File: config.mk
export PLATFORM = sky130hd
export DESIGN_NAME = uart_imem_loader
export DESIGN_NICKNAME = d
export VERILOG_FILES = /design/src/rtl/uart_imem_loader.sv
export SDC_FILE = /design/constraint.sdc
export NUM_CORES = 1
export LEC_CHECK = 0
export CAP_MARGIN = 30
export CORE_ASPECT_RATIO = 1.25
export CORE_MARGIN = 10
export CORE_UTILIZATION = 25
export CTS_BUF_LIST = sky130_fd_sc_hd__clkbuf_4 sky130_fd_sc_hd__clkbuf_8 sky130_fd_sc_hd__clkbuf_16
export DETAILED_ROUTE_END_ITERATION = 16
export RECOVER_POWER = 50
export SLEW_MARGIN = 30
export SYNTH_ARGS = -nofsm -noshare
export SYNTH_HDL_FRONTEND = slang
export SYNTH_SLANG_ARGS = --single-unit
File: constraint.sdc
create_clock -name clk -period 2.2 [get_ports clk]
set_input_delay 0.22 -clock clk [delete_from_list [all_inputs] [get_ports clk]]
set_output_delay 0.22 -clock clk [all_outputs]
set_load 0.1 [all_outputs]
File: src/rtl/uart_imem_loader.sv
`default_nettype none
// ============================================================================
//  Module      : uart_imem_loader
//  Description : Boot-time program download controller. Assembles a UART
//                byte stream into 32-bit little-endian words and writes them
//                into instruction memory while holding the CPU in reset.
//                Stream format: len[7:0], len[15:8], then len*4 data bytes
//                (plus one trailing XOR checksum byte when
//                UART_LOADER_CHECKSUM_EN is defined).
//  Ports       : clk, reset           - clock, synchronous active-high reset
//                load_req             - start a download (honoured in RUN only)
//                rx_valid, rx_data    - received byte strobe and value
//                cpu_mem_*            - CPU-side instruction-memory write port
//                mem_*                - arbitrated instruction-memory write port
//                cpu_rst              - reset to the CPU core
//                busy / done / err    - status (done and err are sticky)
//  Options     : `define UART_LOADER_CHECKSUM_EN adds the CSUM state and the
//                trailing checksum byte.
//  Revision    : 1.0 - initial release
// ============================================================================
module uart_imem_loader #(
    parameter int ADDR_WIDTH = 14,
    parameter int MAX_WORDS  = 16384
) (
    input  logic                  clk,
    input  logic                  reset,
    input  logic                  load_req,
    input  logic                  rx_valid,
    input  logic [7:0]            rx_data,
    input  logic                  cpu_mem_we,
    input  logic [ADDR_WIDTH-1:0] cpu_mem_addr,
    input  logic [31:0]           cpu_mem_wdata,
    output logic                  mem_we,
    output logic [ADDR_WIDTH-1:0] mem_addr,
    output logic [31:0]           mem_wdata,
    output logic                  cpu_rst,
    output logic                  busy,
    output logic                  done,
    output logic                  err
);

    localparam logic [2:0] C_ST_RUN  = 3'd0;
    localparam logic [2:0] C_ST_HDR0 = 3'd1;
    localparam logic [2:0] C_ST_HDR1 = 3'd2;
    localparam logic [2:0] C_ST_DATA = 3'd3;
    localparam logic [2:0] C_ST_FIN  = 3'd4;
`ifdef UART_LOADER_CHECKSUM_EN
    localparam logic [2:0] C_ST_CSUM = 3'd5;
`endif

    localparam logic [31:0]           C_MAX_WORDS = 32'(MAX_WORDS);
    localparam logic [ADDR_WIDTH-1:0] C_ADDR_ONE  = ADDR_WIDTH'(1);

    logic [2:0]            state_q,    state_d;
    logic [15:0]           len_q,      len_d;
    logic [ADDR_WIDTH-1:0] word_idx_q, word_idx_d;
    logic [1:0]            byte_idx_q, byte_idx_d;
    logic [23:0]           buf_q,      buf_d;      // lanes 0..2 of the word in progress
    logic [ADDR_WIDTH-1:0] ld_addr_q,  ld_addr_d;
    logic [31:0]           ld_wdata_q, ld_wdata_d;
    logic                  wr_pend_q,  wr_pend_d;  // loader write pulse this cycle
    logic                  done_q,     done_d;
    logic                  err_q,      err_d;
`ifdef UART_LOADER_CHECKSUM_EN
    logic [7:0]            csum_q,     csum_d;
`endif

    logic [15:0] w_new_len;
    logic        w_last_word;

    assign w_new_len   = {rx_data, len_q[7:0]};
    // Length was validated to be 1..MAX_WORDS before DATA, so len-1 never underflows there.
    assign w_last_word = ({{(32-ADDR_WIDTH){1'b0}}, word_idx_q} == ({16'd0, len_q} - 32'd1));

    // ------------------------------------------------------------------
    // State register
    // ------------------------------------------------------------------
    always_ff @(posedge clk) begin
        if (reset) begin
            state_q    <= C_ST_RUN;
            len_q      <= '0;
            word_idx_q <= '0;
            byte_idx_q <= '0;
            buf_q      <= '0;
            ld_addr_q  <= '0;
            ld_wdata_q <= '0;
            wr_pend_q  <= 1'b0;
            done_q     <= 1'b0;
            err_q      <= 1'b0;
`ifdef UART_LOADER_CHECKSUM_EN
            csum_q     <= '0;
`endif
        end else begin
            state_q    <= state_d;
            len_q      <= len_d;
            word_idx_q <= word_idx_d;
            byte_idx_q <= byte_idx_d;
            buf_q      <= buf_d;
            ld_addr_q  <= ld_addr_d;
            ld_wdata_q <= ld_wdata_d;
            wr_pend_q  <= wr_pend_d;
            done_q     <= done_d;
            err_q      <= err_d;
`ifdef UART_LOADER_CHECKSUM_EN
            csum_q     <= csum_d;
`endif
        end
    end

    // ------------------------------------------------------------------
    // Next-state and datapath logic
    // ------------------------------------------------------------------
    always_comb begin
        state_d    = state_q;
        len_d      = len_q;
        word_idx_d = word_idx_q;
        byte_idx_d = byte_idx_q;
        buf_d      = buf_q;
        ld_addr_d  = ld_addr_q;
        ld_wdata_d = ld_wdata_q;
        wr_pend_d  = 1'b0;
        done_d     = done_q;
        err_d      = err_q;
`ifdef UART_LOADER_CHECKSUM_EN
        csum_d     = csum_q;
`endif
        case (state_q)
            C_ST_RUN: begin
                if (load_req) begin
                    state_d    = C_ST_HDR0;
                    done_d     = 1'b0;
                    err_d      = 1'b0;
                    word_idx_d = '0;
                    byte_idx_d = '0;
`ifdef UART_LOADER_CHECKSUM_EN
                    csum_d     = '0;
`endif
                end
            end
            C_ST_HDR0: begin
                if (rx_valid) begin
                    len_d[7:0] = rx_data;
                    state_d    = C_ST_HDR1;
                end
            end
            C_ST_HDR1: begin
                if (rx_valid) begin
                    len_d[15:8] = rx_data;
                    if (w_new_len == 16'd0) begin
                        state_d = C_ST_FIN;
                    end else if ({16'd0, w_new_len} > C_MAX_WORDS) begin
                        err_d   = 1'b1;
                        state_d = C_ST_FIN;
                    end else begin
                        state_d = C_ST_DATA;
                    end
                end
            end
            C_ST_DATA: begin
                if (rx_valid) begin
                    byte_idx_d = byte_idx_q + 2'd1;
`ifdef UART_LOADER_CHECKSUM_EN
                    csum_d     = csum_q ^ rx_data;
`endif
                    case (byte_idx_q)
                        2'd0: buf_d[7:0]   = rx_data;
                        2'd1: buf_d[15:8]  = rx_data;
                        2'd2: buf_d[23:16] = rx_data;
                        default: begin
                            // Snapshot the full word so a byte arriving during
                            // the write pulse cannot disturb the written data.
                            wr_pend_d  = 1'b1;
                            ld_addr_d  = word_idx_q;
                            ld_wdata_d = {rx_data, buf_q};
                            word_idx_d = word_idx_q + C_ADDR_ONE;
                            if (w_last_word) begin
`ifdef UART_LOADER_CHECKSUM_EN
                                state_d = C_ST_CSUM;
`else
                                state_d = C_ST_FIN;
`endif
                            end
                        end
                    endcase
                end
            end
`ifdef UART_LOADER_CHECKSUM_EN
            C_ST_CSUM: begin
                if (rx_valid) begin
                    if (rx_data != csum_q) begin
                        err_d = 1'b1;
                    end
                    state_d = C_ST_FIN;
                end
            end
`endif
            C_ST_FIN: begin
                done_d  = 1'b1;
                state_d = C_ST_RUN;
            end
            default: begin
                state_d = C_ST_RUN;
            end
        endcase
    end

    // ------------------------------------------------------------------
    // Outputs: CPU owns the memory port only in RUN
    // ------------------------------------------------------------------
    always_comb begin
        busy    = (state_q != C_ST_RUN);
        cpu_rst = reset | busy;
        done    = done_q;
        err     = err_q;
        if (busy) begin
            mem_we    = wr_pend_q;
            mem_addr  = ld_addr_q;
            mem_wdata = ld_wdata_q;
        end else begin
            mem_we    = cpu_mem_we;
            mem_addr  = cpu_mem_addr;
            mem_wdata = cpu_mem_wdata;
        end
    end

endmodule
`default_nettype wire

==> run metrics <==
run status=finished with violations; failing checks=setup timing; PnR worst setup slack=-0.00935 ns; Setup violations, final=2; Max VDD drop=0.479 mV; WL final=16300 um; Final #Nets=849; critical path class=reg2reg; Port Buffer Count=109; drt initial violations=303; Final Cycle Share=100%; Power Dens Cells=880 nW/um^2; Reg area=2160 sq um; arrival time worst endpoint=2.46 ns; antenna violations before repair=0; DP Worst Slack=-0.0827 ns; Die Ht=184 um; CTS sink count=108; Total Neg Setup Slack=-0.0108 ns; deepest clock path buffer count=2; Mapped Area=5350 sq um; min-delay worst type=in2reg; area grow syn2layout=47.6%; H-tree levels=3; slowest cell delay on critical path=0.59 ns; DIE AREA=27700 sq um; routability cong.=0.867; CTS tree=built; r2r endpoint=state_q[0]$_SDFFE_PP0P_; TritonCTS buffer count=9; DR vias=4992; top post-synthesis cells by area=dfxtp_1 (40%), mux2_2 (11%), nand2_1 (10%), a21oi_1 (8.0%), nand3_1 (3.2%); register area share after synthesis=40.4%; WHS=0.327 ns; Worst Path Required=2.45 ns; CP bufs+invs=0; Die W=151 um; ys flop type=dfxtp_1; number of global-route vias before repair=4974; Remaining DRCs=0; vias per cell=4.70; layout cells sized above 1=23.9%; worst-margin pin slew=1.19 ns; final core occ=37.7%; Post-Synthesis Cells=661; CP max-delay cell=or4_4; IO Pins=110; Core Footprint=21000 sq um; worst-skew pair later-pin latency=0.36 ns; Crit path max-delay family=simple AND/OR/NAND/NOR gates; worst-path cell chain=or4_4 -> nor4_1 -> o21ai_1 -> a2111oi_2 -> nand4_1 -> a31o_1; Post-DRT Antenna Nets=0; Inserted Diodes=0; MaxCap Viol Count=0; RSZ-0062 raised after global routing=yes; row cnt=59; global-route wire length before repair=26200 um; count of different cell masters after synthesis=48; Worst Hold Path EP=len_q[6]$_SDFFE_PP0P_; cell area after layout=7900 sq um; largest net degree at the start of global routing=75; YS warnings=0; Detailed Routing Iterations Pass 1=5; Tmin final=2.21 ns; root buf cell=clkbuf_16; hold path cells=2; area of placed instances=7540 sq um; max-slew violations=0; CTS clk-pin slew, worst paths=0.08 ns; Setup crit end kind=flop; flop2flop setup slack=-0.009 ns; gr usage total=11.8%; routed length per instance=15.4 um; Post-DP HPWL=12400 um; syn_nets=727; number of synthesized flops with an enable pin=0; Fin. Hold Viols=0; Max Freq=0.453 GHz; R2R cell count=6; Hold-fix buffers, CTS=0; #FFs+latches synth=108; global route overflow=0; Initial Util=25.5%; CP startpoint kind=flop; Yosys top cell area share=40.4%; Yosys top cell by area=dfxtp_1; multi-input logic area=3030 sq um; P_leak=2.88 nW; number of fill cells in the layout=2164; Final Skew=0.0120 ns; worst reg2reg path startpoint=len_q[7]$_SDFFE_PP0P_; max_slew headroom=21.0%; largest fanout on the critical path=4; Post-synth ARST share=0%; Post-Syn Area per Cell=8.09 sq um; critical hold path startpoint=reset
timing repair:
action                     CTS  global route
setup endpoints to repair   18             4
pin swaps                    3             3
gates resized for setup      4             8
hold endpoints to repair     0             0
buffers inserted             0             1
state kept, by name (all words and copies together) (netlist names):
name,count
buf_q,24
byte_idx_q,2
done,1
err,1
ld_addr_q,14
ld_wdata_q,32
len_q,16
state_q,3
word_idx_q,14
wr_pend_q,1
placed cells by master (no fill, tap or decap), types with 8 or more instances in the layout:
master and count:
mux2i_1 10, clkdlybuf4s50_1 57, clkbuf_16 9, nand4_1 13, buf_12 54, a21oi_1 86
nor2_1 44, xor2_1 17, mux2_2 51, nand3_1 34, inv_1 8, xnor2_1 10
buf_4 41, nand2_1 145, dfxtp_1 107
cell families after synthesis:
kind of cell	count (synthesis)	synth area share, %
xor gates and xnor gates	27	4.42
DFF	108	40.4
and+or+nand+nor	283	24.2
muxes	61	12.6
buffers and inverters	59	4.35
adders and majority gates	7	1.64
AOI/OAI and AO/OA	116	12.4
cells in the mapped netlist, drive strengths merged, types with 3 or more instances:
library cell  number
a211oi             5
a21oi             87
a22oi              6
buf                9
clkbuf            40
dfxtp            108
ha                 7
inv               10
mux2              51
mux2i             10
nand2            146
nand2b             5
nand3             34
nand4             13
nor2              44
nor2b              5
nor3               7
nor4               9
o21ai              7
or3b               3
or4                3
xnor2             10
xor2              17
per-stage QoR:
stage               std cells  total power [mW]
finish                   1061              6.95
global placement         1045              5.19
CTS                      1060              6.99
global route             1061              7.20
detailed placement       1045              5.21
floorplan                 661              4.02
report_power, final:
group / switching (mW) / leakage, nW / internal [mW]
clock: 0.768 / 0.159 / 1.01
sequential: 0.0327 / 0.871 / 1.98
combinational: 1.95 / 1.85 / 1.22
area by class of cell:
type | instances | share of cell area, %
clock buffers | 9 | 2.85
clock inverters | 6 | 1.22
inverters | 10 | 0.475
multi-input cells | 494 | 38.4
flip-flops and latches | 108 | 27.4
well taps | 274 | 4.34
repair buffers | 160 | 25.3
how the worst max path moves through the flow:
stage	slack, ns	cells past startpoint	from	to
final	-0.009	6	len_q[7]$_SDFFE_PP0P_	state_q[0]$_SDFFE_PP0P_
after global routing	-0.11	8	len_q[1]$_SDFFE_PP0P_	state_q[2]$_SDFFE_PP0P_
after CTS	-0.0003	8	len_q[1]$_SDFFE_PP0P_	state_q[0]$_SDFFE_PP0P_
after detailed placement	-0.08	8	len_q[1]$_SDFFE_PP0P_	state_q[0]$_SDFFE_PP0P_
after global placement	-0.09	7	len_q[0]$_SDFFE_PP0P_	state_q[0]$_SDFFE_PP0P_
after floorplan	0.02	8	len_q[0]$_SDFFE_PP0P_	state_q[0]$_SDFFE_PP0P_
per-layer routing:
| layer | up-vias | track usage [%] | wire length (um) |
|---|---|---|---|
| met2 | 151 | 19.7 | 7950 |
| met1 | 2318 | 13.8 | 6780 |
| met5 | - | 0 | 0 |
| met4 | 0 | 4.17 | 401 |
| met3 | 28 | 3.89 | 1210 |
| li1 | 2495 | - | - |
No activity file was read; power rests on OpenSTA's default activity.
